<file path="src/rtl/apb_reg_slave_if.sv">
// APB3 bus bundle between a master and apb_reg_slave.
// Carries the request (psel, penable, pwrite, paddr, pwdata) and the response
// (prdata, pready, pslverr). PCLK and PRESETn are not part of the bundle.
// Modports: master drives the request; slave drives the response.
interface apb_reg_slave_if #(
    parameter int unsigned DATA_W = 32
);
    logic              psel;
    logic              penable;
    logic              pwrite;
    logic [31:0]       paddr;
    logic [DATA_W-1:0] pwdata;
    logic [DATA_W-1:0] prdata;
    logic              pready;
    logic              pslverr;

    modport master (
        output psel, penable, pwrite, paddr, pwdata,
        input  prdata, pready, pslverr
    );

    modport slave (
        input  psel, penable, pwrite, paddr, pwdata,
        output prdata, pready, pslverr
    );
endinterface

</file>
<file path="src/rtl/apb_reg_slave.sv">
// APB3 completer with a bank of word-aligned registers.
// reg[NUM_REGS-1] is a read-only count of completed transfers (error transfers included).
// Ports:
//   PCLK    - APB clock, rising edge
//   PRESETn - asynchronous active-low reset
//   apb_io  - apb_reg_slave_if.slave bus (psel/penable/pwrite/paddr/pwdata in,
//             prdata/pready/pslverr out)
// Build option: define APB_REG_WAIT_EN to insert WAIT_CYCLES PREADY-low cycles in each
// access phase; without it PREADY is high in the first access cycle.
module apb_reg_slave #(
    parameter int unsigned DATA_W      = 32,
    parameter int unsigned NUM_REGS    = 8,
    parameter int unsigned WAIT_CYCLES = 2
) (
    input logic            PCLK,
    input logic            PRESETn,
    apb_reg_slave_if.slave apb_io
);
    localparam int unsigned     IdxW      = $clog2(NUM_REGS);
    localparam logic [IdxW-1:0] CntIdx    = IdxW'(NUM_REGS - 1);
    localparam logic [31:0]     AddrLimit = 32'(4 * NUM_REGS);

    if (WAIT_CYCLES > 15 || NUM_REGS < 2 || (NUM_REGS & (NUM_REGS - 1)) != 0)
    begin : g_param_check
        $error("apb_reg_slave: WAIT_CYCLES must be 0..15, NUM_REGS a power of 2 >= 2");
    end

    typedef enum logic [0:0] {StIdle, StAccess} state_e;

    state_e            state_q, state_d;
    logic [DATA_W-1:0] regs_q [NUM_REGS-1];
    logic [DATA_W-1:0] regs_d [NUM_REGS-1];
    logic [DATA_W-1:0] xfer_cnt_q, xfer_cnt_d;
    logic [3:0]        wait_cnt;
    logic [IdxW-1:0]   idx;
    logic              err;
    logic              pready;
    logic              complete;
    logic              setup;
    logic [DATA_W-1:0] rdata;

    assign idx   = apb_io.paddr[2 +: IdxW];
    assign err   = (apb_io.paddr[1:0] != 2'b00) | (apb_io.paddr >= AddrLimit) |
                   (apb_io.pwrite & (idx == CntIdx));
    assign setup = (state_q == StIdle) & apb_io.psel & ~apb_io.penable;

`ifdef APB_REG_WAIT_EN
    logic [3:0] wait_cnt_q, wait_cnt_d;

    always_comb begin
        wait_cnt_d = wait_cnt_q;
        if (setup) begin
            wait_cnt_d = 4'(WAIT_CYCLES);
        end else if (state_q == StAccess && wait_cnt_q != 4'd0) begin
            wait_cnt_d = wait_cnt_q - 4'd1;
        end
    end

    always_ff @(posedge PCLK or negedge PRESETn) begin
        if (!PRESETn) begin
            wait_cnt_q <= 4'd0;
        end else begin
            wait_cnt_q <= wait_cnt_d;
        end
    end

    assign wait_cnt = wait_cnt_q;
`else
    assign wait_cnt = 4'd0;
`endif

    assign pready = (state_q == StAccess) & (wait_cnt == 4'd0);

    always_comb begin
        state_d  = state_q;
        complete = 1'b0;
        unique case (state_q)
            StIdle: begin
                if (setup) state_d = StAccess;
            end
            StAccess: begin
                if (!apb_io.psel) begin
                    // Master abort: drop the transfer without writing or counting.
                    state_d = StIdle;
                end else if (apb_io.penable && pready) begin
                    state_d  = StIdle;
                    complete = 1'b1;
                end
            end
            default: state_d = StIdle;
        endcase
    end

    always_comb begin
        xfer_cnt_d = complete ? xfer_cnt_q + DATA_W'(1) : xfer_cnt_q;
        for (int i = 0; i < int'(NUM_REGS) - 1; i++) begin
            regs_d[i] = regs_q[i];
            if (complete && apb_io.pwrite && !err && idx == IdxW'(i)) begin
                regs_d[i] = apb_io.pwdata;
            end
        end
    end

    // Counter slot reads the pre-increment value of the transfer in flight.
    always_comb begin
        rdata = xfer_cnt_q;
        for (int i = 0; i < int'(NUM_REGS) - 1; i++) begin
            if (idx == IdxW'(i)) rdata = regs_q[i];
        end
    end

    always_ff @(posedge PCLK or negedge PRESETn) begin
        if (!PRESETn) begin
            state_q    <= StIdle;
            xfer_cnt_q <= '0;
            for (int i = 0; i < int'(NUM_REGS) - 1; i++) regs_q[i] <= '0;
        end else begin
            state_q    <= state_d;
            xfer_cnt_q <= xfer_cnt_d;
            for (int i = 0; i < int'(NUM_REGS) - 1; i++) regs_q[i] <= regs_d[i];
        end
    end

    assign apb_io.pready  = pready;
    assign apb_io.pslverr = pready & err;
    assign apb_io.prdata  = (pready & ~apb_io.pwrite & ~err) ? rdata : '0;
endmodule

</file>
<file path="src/flat_wrapper.sv">
// flat-port wrapper written by rule: the top's interface ports become plain ports
module apb_reg_slave_flat 
#(
    parameter int unsigned DATA_W      = 32,
    parameter int unsigned NUM_REGS    = 8,
    parameter int unsigned WAIT_CYCLES = 2
)
  (PCLK, PRESETn, apb_io_psel, apb_io_penable, apb_io_pwrite, apb_io_paddr, apb_io_pwdata, apb_io_prdata, apb_io_pready, apb_io_pslverr);
  apb_reg_slave_if #(.DATA_W(DATA_W)) apb_io_i ();
  input logic PCLK;
  input logic PRESETn;
  input wire logic [$bits(apb_io_i.psel)-1:0] apb_io_psel;
  input wire logic [$bits(apb_io_i.penable)-1:0] apb_io_penable;
  input wire logic [$bits(apb_io_i.pwrite)-1:0] apb_io_pwrite;
  input wire logic [$bits(apb_io_i.paddr)-1:0] apb_io_paddr;
  input wire logic [$bits(apb_io_i.pwdata)-1:0] apb_io_pwdata;
  output wire logic [$bits(apb_io_i.prdata)-1:0] apb_io_prdata;
  output wire logic [$bits(apb_io_i.pready)-1:0] apb_io_pready;
  output wire logic [$bits(apb_io_i.pslverr)-1:0] apb_io_pslverr;
  assign apb_io_i.psel = apb_io_psel;
  assign apb_io_i.penable = apb_io_penable;
  assign apb_io_i.pwrite = apb_io_pwrite;
  assign apb_io_i.paddr = apb_io_paddr;
  assign apb_io_i.pwdata = apb_io_pwdata;
  assign apb_io_prdata = apb_io_i.prdata;
  assign apb_io_pready = apb_io_i.pready;
  assign apb_io_pslverr = apb_io_i.pslverr;
  apb_reg_slave #(.DATA_W(DATA_W), .NUM_REGS(NUM_REGS), .WAIT_CYCLES(WAIT_CYCLES)) u_core (.PCLK(PCLK), .PRESETn(PRESETn), .apb_io(apb_io_i));
endmodule
</file>
<file path="config.mk">
export PLATFORM = sky130hd
export DESIGN_NAME = apb_reg_slave_flat
export DESIGN_NICKNAME = d
export VERILOG_FILES = /design/src/rtl/apb_reg_slave_if.sv /design/src/rtl/apb_reg_slave.sv /design/src/flat_wrapper.sv
export SDC_FILE = /design/constraint.sdc
export NUM_CORES = 1
export LEC_CHECK = 0
export ABC_CLOCK_PERIOD_IN_PS = 2100
export CAP_MARGIN = 30
export CORE_MARGIN = 8
export CORE_UTILIZATION = 53
export CTS_CLUSTER_DIAMETER = 60
export DETAILED_ROUTE_END_ITERATION = 6
export GPL_ROUTABILITY_DRIVEN = 1
export GPL_TIMING_DRIVEN = 0
export PLACE_DENSITY = 0.79
export SLEW_MARGIN = 0
export SYNTH_ARGS = -nofsm -noshare
export SYNTH_HDL_FRONTEND = slang
export SYNTH_SLANG_ARGS = --single-unit
</file>
<file path="constraint.sdc">
create_clock -name PCLK -period 2.1 [get_ports PCLK]
set_clock_uncertainty 0.1 [all_clocks]
set_input_delay 0.21 -clock PCLK [delete_from_list [all_inputs] [get_ports PCLK]]
set_output_delay 0.21 -clock PCLK [all_outputs]
set_load 0.05 [all_outputs]
</file>
==> impl_metrics.csv <==
group,metric,value,unit
cells_and_area,stdcell_count,1492,
synth,postSynthCellCount,967,
power,powerDensity,621,nW/µm²
synth,synth-simple-area-share,0.0738,
cells_and_area,final_common_cell,"dfrtp_1",
clocking,clockBufferDepth,3,
sta,fmax,0.396,GHz
status,violations,"DRC, setup timing",
synth,synth_compound_area_frac,0.110,
clocking,cts_tree,"built",
floorplan,die_x,171,µm
place,dp.cells,1390,
synth,ys_warn_count,0,
floorplan,coreArea,23500,µm²
flow_run,maxCapViolCount,0,
routing,antenna_left,0,
sta,setup_viol,60,
worst_setup_path,startpoint,"u_core.apb_io.pready",
synth,synth_top_family_by_area,"multiplexers",
routing,routedWlPerCell,27.4,µm
sta,finalCriticalPeriod,2.53,ns
sta,slew_headroom,0.527,
synth,syn_area,12700,µm²
floorplan,start_util,0.541,
worst_setup_path,arrival,2.22,ns
synth,avgSynthCellArea,13.2,µm²
floorplan,rows,56,
sta,rsz0062_at_grt,"true",
sta,hold_viol,0,
power,max-vdd-ir-drop,0.702,mV
global_route,grt.overflow.total,0,
sta,worst_pin_slew,0.709,ns
routing,wl,40.9,mm
routing,dr.pass1.iters,7,
clocking,cts_buffers,28,
sta,slew_violations,0,
synth,synth.area.mux_share,0.257,
worst_setup_path,cp_max_fo,6,
clocking,clockRootBuffer,"clkbuf_16",
synth,yosysSeqAreaShare,0.505,
worst_setup_path,cp.required,1.79,ns
status,status,"finished with violations",
floorplan,pin_count,103,
place,place_hpwl,23.5,mm
worst_setup_path,path_class,"reg -> out",
global_route,track_usage,0.260,
min_path,min-delay-path-class,"in -> async",
synth,yosys-top-cells-area,"dfrtp_1, mux2_2, a211oi_2",
synth,synth-adder-area-share,0.000982,
global_route,grt_max_degree,116,
synth,ys_dominant_reg_cell,"dfrtp_1",
cells_and_area,drive_gt1_frac,0.439,
cells_and_area,layout_common_cells,"dfrtp_1, mux2_4, mux2_2",
synth,synth-seq-cells,257,
synth,synth_edf_count,0,
clocking,insertion_delay,0.55,ns
clocking,clk_pin_slew,0.06,ns
floorplan,die_y,171,µm
sta,finalCritPeriodShare,1.20,
global_route,antenna_found_initial,0,
global_route,grt_pass1_vias,10000,
power,p_leak,7.96,nW
routing,drt_first_iter_violations,917,
global_route,grt_pass1_wl,59.0,mm
synth,synth_cell_type_count,48,
place,pre_cts_ws,-2.12,ns
routing,via_count,9621,
worst_setup_path,cp-start-kind,"register",
cells_and_area,layout.nets,1228,
synth,synth.top_cell.area_share,0.505,
place,gp_congestion,0.859,
synth,synthArstFlopShare,1.00,
routing,via_per_inst,6.45,
floorplan,die-area,29300,µm²
worst_setup_path,reg2reg_depth,8,
routing,drc,18,
cells_and_area,area_delta_synth_final,36.4,%
cells_and_area,n_antenna_cell,0,
clocking,clock_sinks,257,
sta,worst_slack,-0.427,ns
cells_and_area,post-route-util,0.738,
synth,synth_xor_area_frac,0.0220,
worst_setup_path,reg2reg_from,"u_core.apb_io.pready",
synth,synth_fp_nets,1037,
place,portBuffers,101,
synth,yosys.area.top_type,"dfrtp_1",
clocking,cts_htree_levels,1,
worst_setup_path,endpoint_kind,"output port",
## layer usage
layer	wire, µm	vias to the layer above	global-route usage
met1	16900	5003	0.350
met2	19600	528	0.418
met4	1510	0	0.0975
met3	2930	107	0.0442
met5	0	-	0
li1	-	3983	-
## synth_stat cells, types with 5 or more instances
library cell  count
mux4_2            6
nand4_1          21
o221ai_1         28
nand3_1           7
xor2_1            7
nand2_1          19
and4_1            5
buf_2            10
buf_6             6
xnor2_1          25
a221oi_1         28
dfrtp_1         257
clkbuf_1         35
a21o_1           28
nor2_1           34
and3_1            8
nor4_4           10
o21ai_0          59
mux2_2          236
mux2i_1          30
a211oi_2         26
mux2_1           16
buf_4            18
## cell type report
class,count,area [µm²]
buffer,69,812
multi-input combinational,635,6940
sequential,257,6430
fill,1465,6170
clock buffer,41,791
clock inverter,4,73.8
inverter,3,15.0
timing repair buffer,164,1910
tap,319,399
## sequential cells by signal (all words and copies together), names as in the netlist
| signal | cells |
|---|---|
| u_core.apb_io.pready | 1 |
| u_core.xfer_cnt_q | 32 |
| u_core.regs_q | 224 |
## worst max-delay path, cell delays in order, from the launching register on
cell and delay [ns]:
dfrtp_2 0.35, nand2b_1 0.05, or4_4 0.49, buf_12 0.18, buf_16 0.16, a211oi_4 0.24, buf_6 0.19
## power breakdown
group	total (W)	internal [W]	switching [W]	leakage, nW
clock network	0.00483	0.00282	0.00201	0.420
registers	0.00504	0.00499	0.0000546	3.58
logic	0.000925	0.000333	0.000592	3.95
## timing repair
item	CTS	global route
setup buffers	35	9
hold buffers	1	0
gates cloned	4	14
endpoints found under the hold margin	257	0
resized for setup	377	47
pin swaps	24	20
setup endpoints to repair	252	255
## metrics by stage
stage,power (W),hold slack [ns],cell area [µm²],TNS (ns)
2_1_floorplan,0.00551,-0.186,13700,-29.15
3_3_place_gp,0.00596,0.368,15100,-2848.85
3_5_place_dp,0.00599,0.0296,15200,-220.83
4_1_cts,0.0108,0.0606,16900,-13.16
5_1_grt,0.0111,0.102,17400,-18.41
6_report,0.0108,0.0557,17400,-12.32
## kinds of logic after synthesis
logic type               Yosys count
multiplexers                     288
flip-flops                       257
AO/OA/AOI/OAI                    179
AND/OR/NAND/NOR                  135
buffers and inverters             75
XOR/XNOR                          32
adder cells (fa/ha/maj)            1
## worst paths after layout
check / to / slack [ns]
min: u_core.regs_q[151] / 0.06
max reg2reg: u_core.regs_q[186] / -0.04
min reg2reg: u_core.regs_q[193] / 0.39
max: apb_io_prdata[16] / -0.43
min in group PCLK: u_core.apb_io.pready / 0.18
max in group asynchronous: u_core.apb_io.pready / 0.94
No activity file was read; power rests on OpenSTA's default activity.
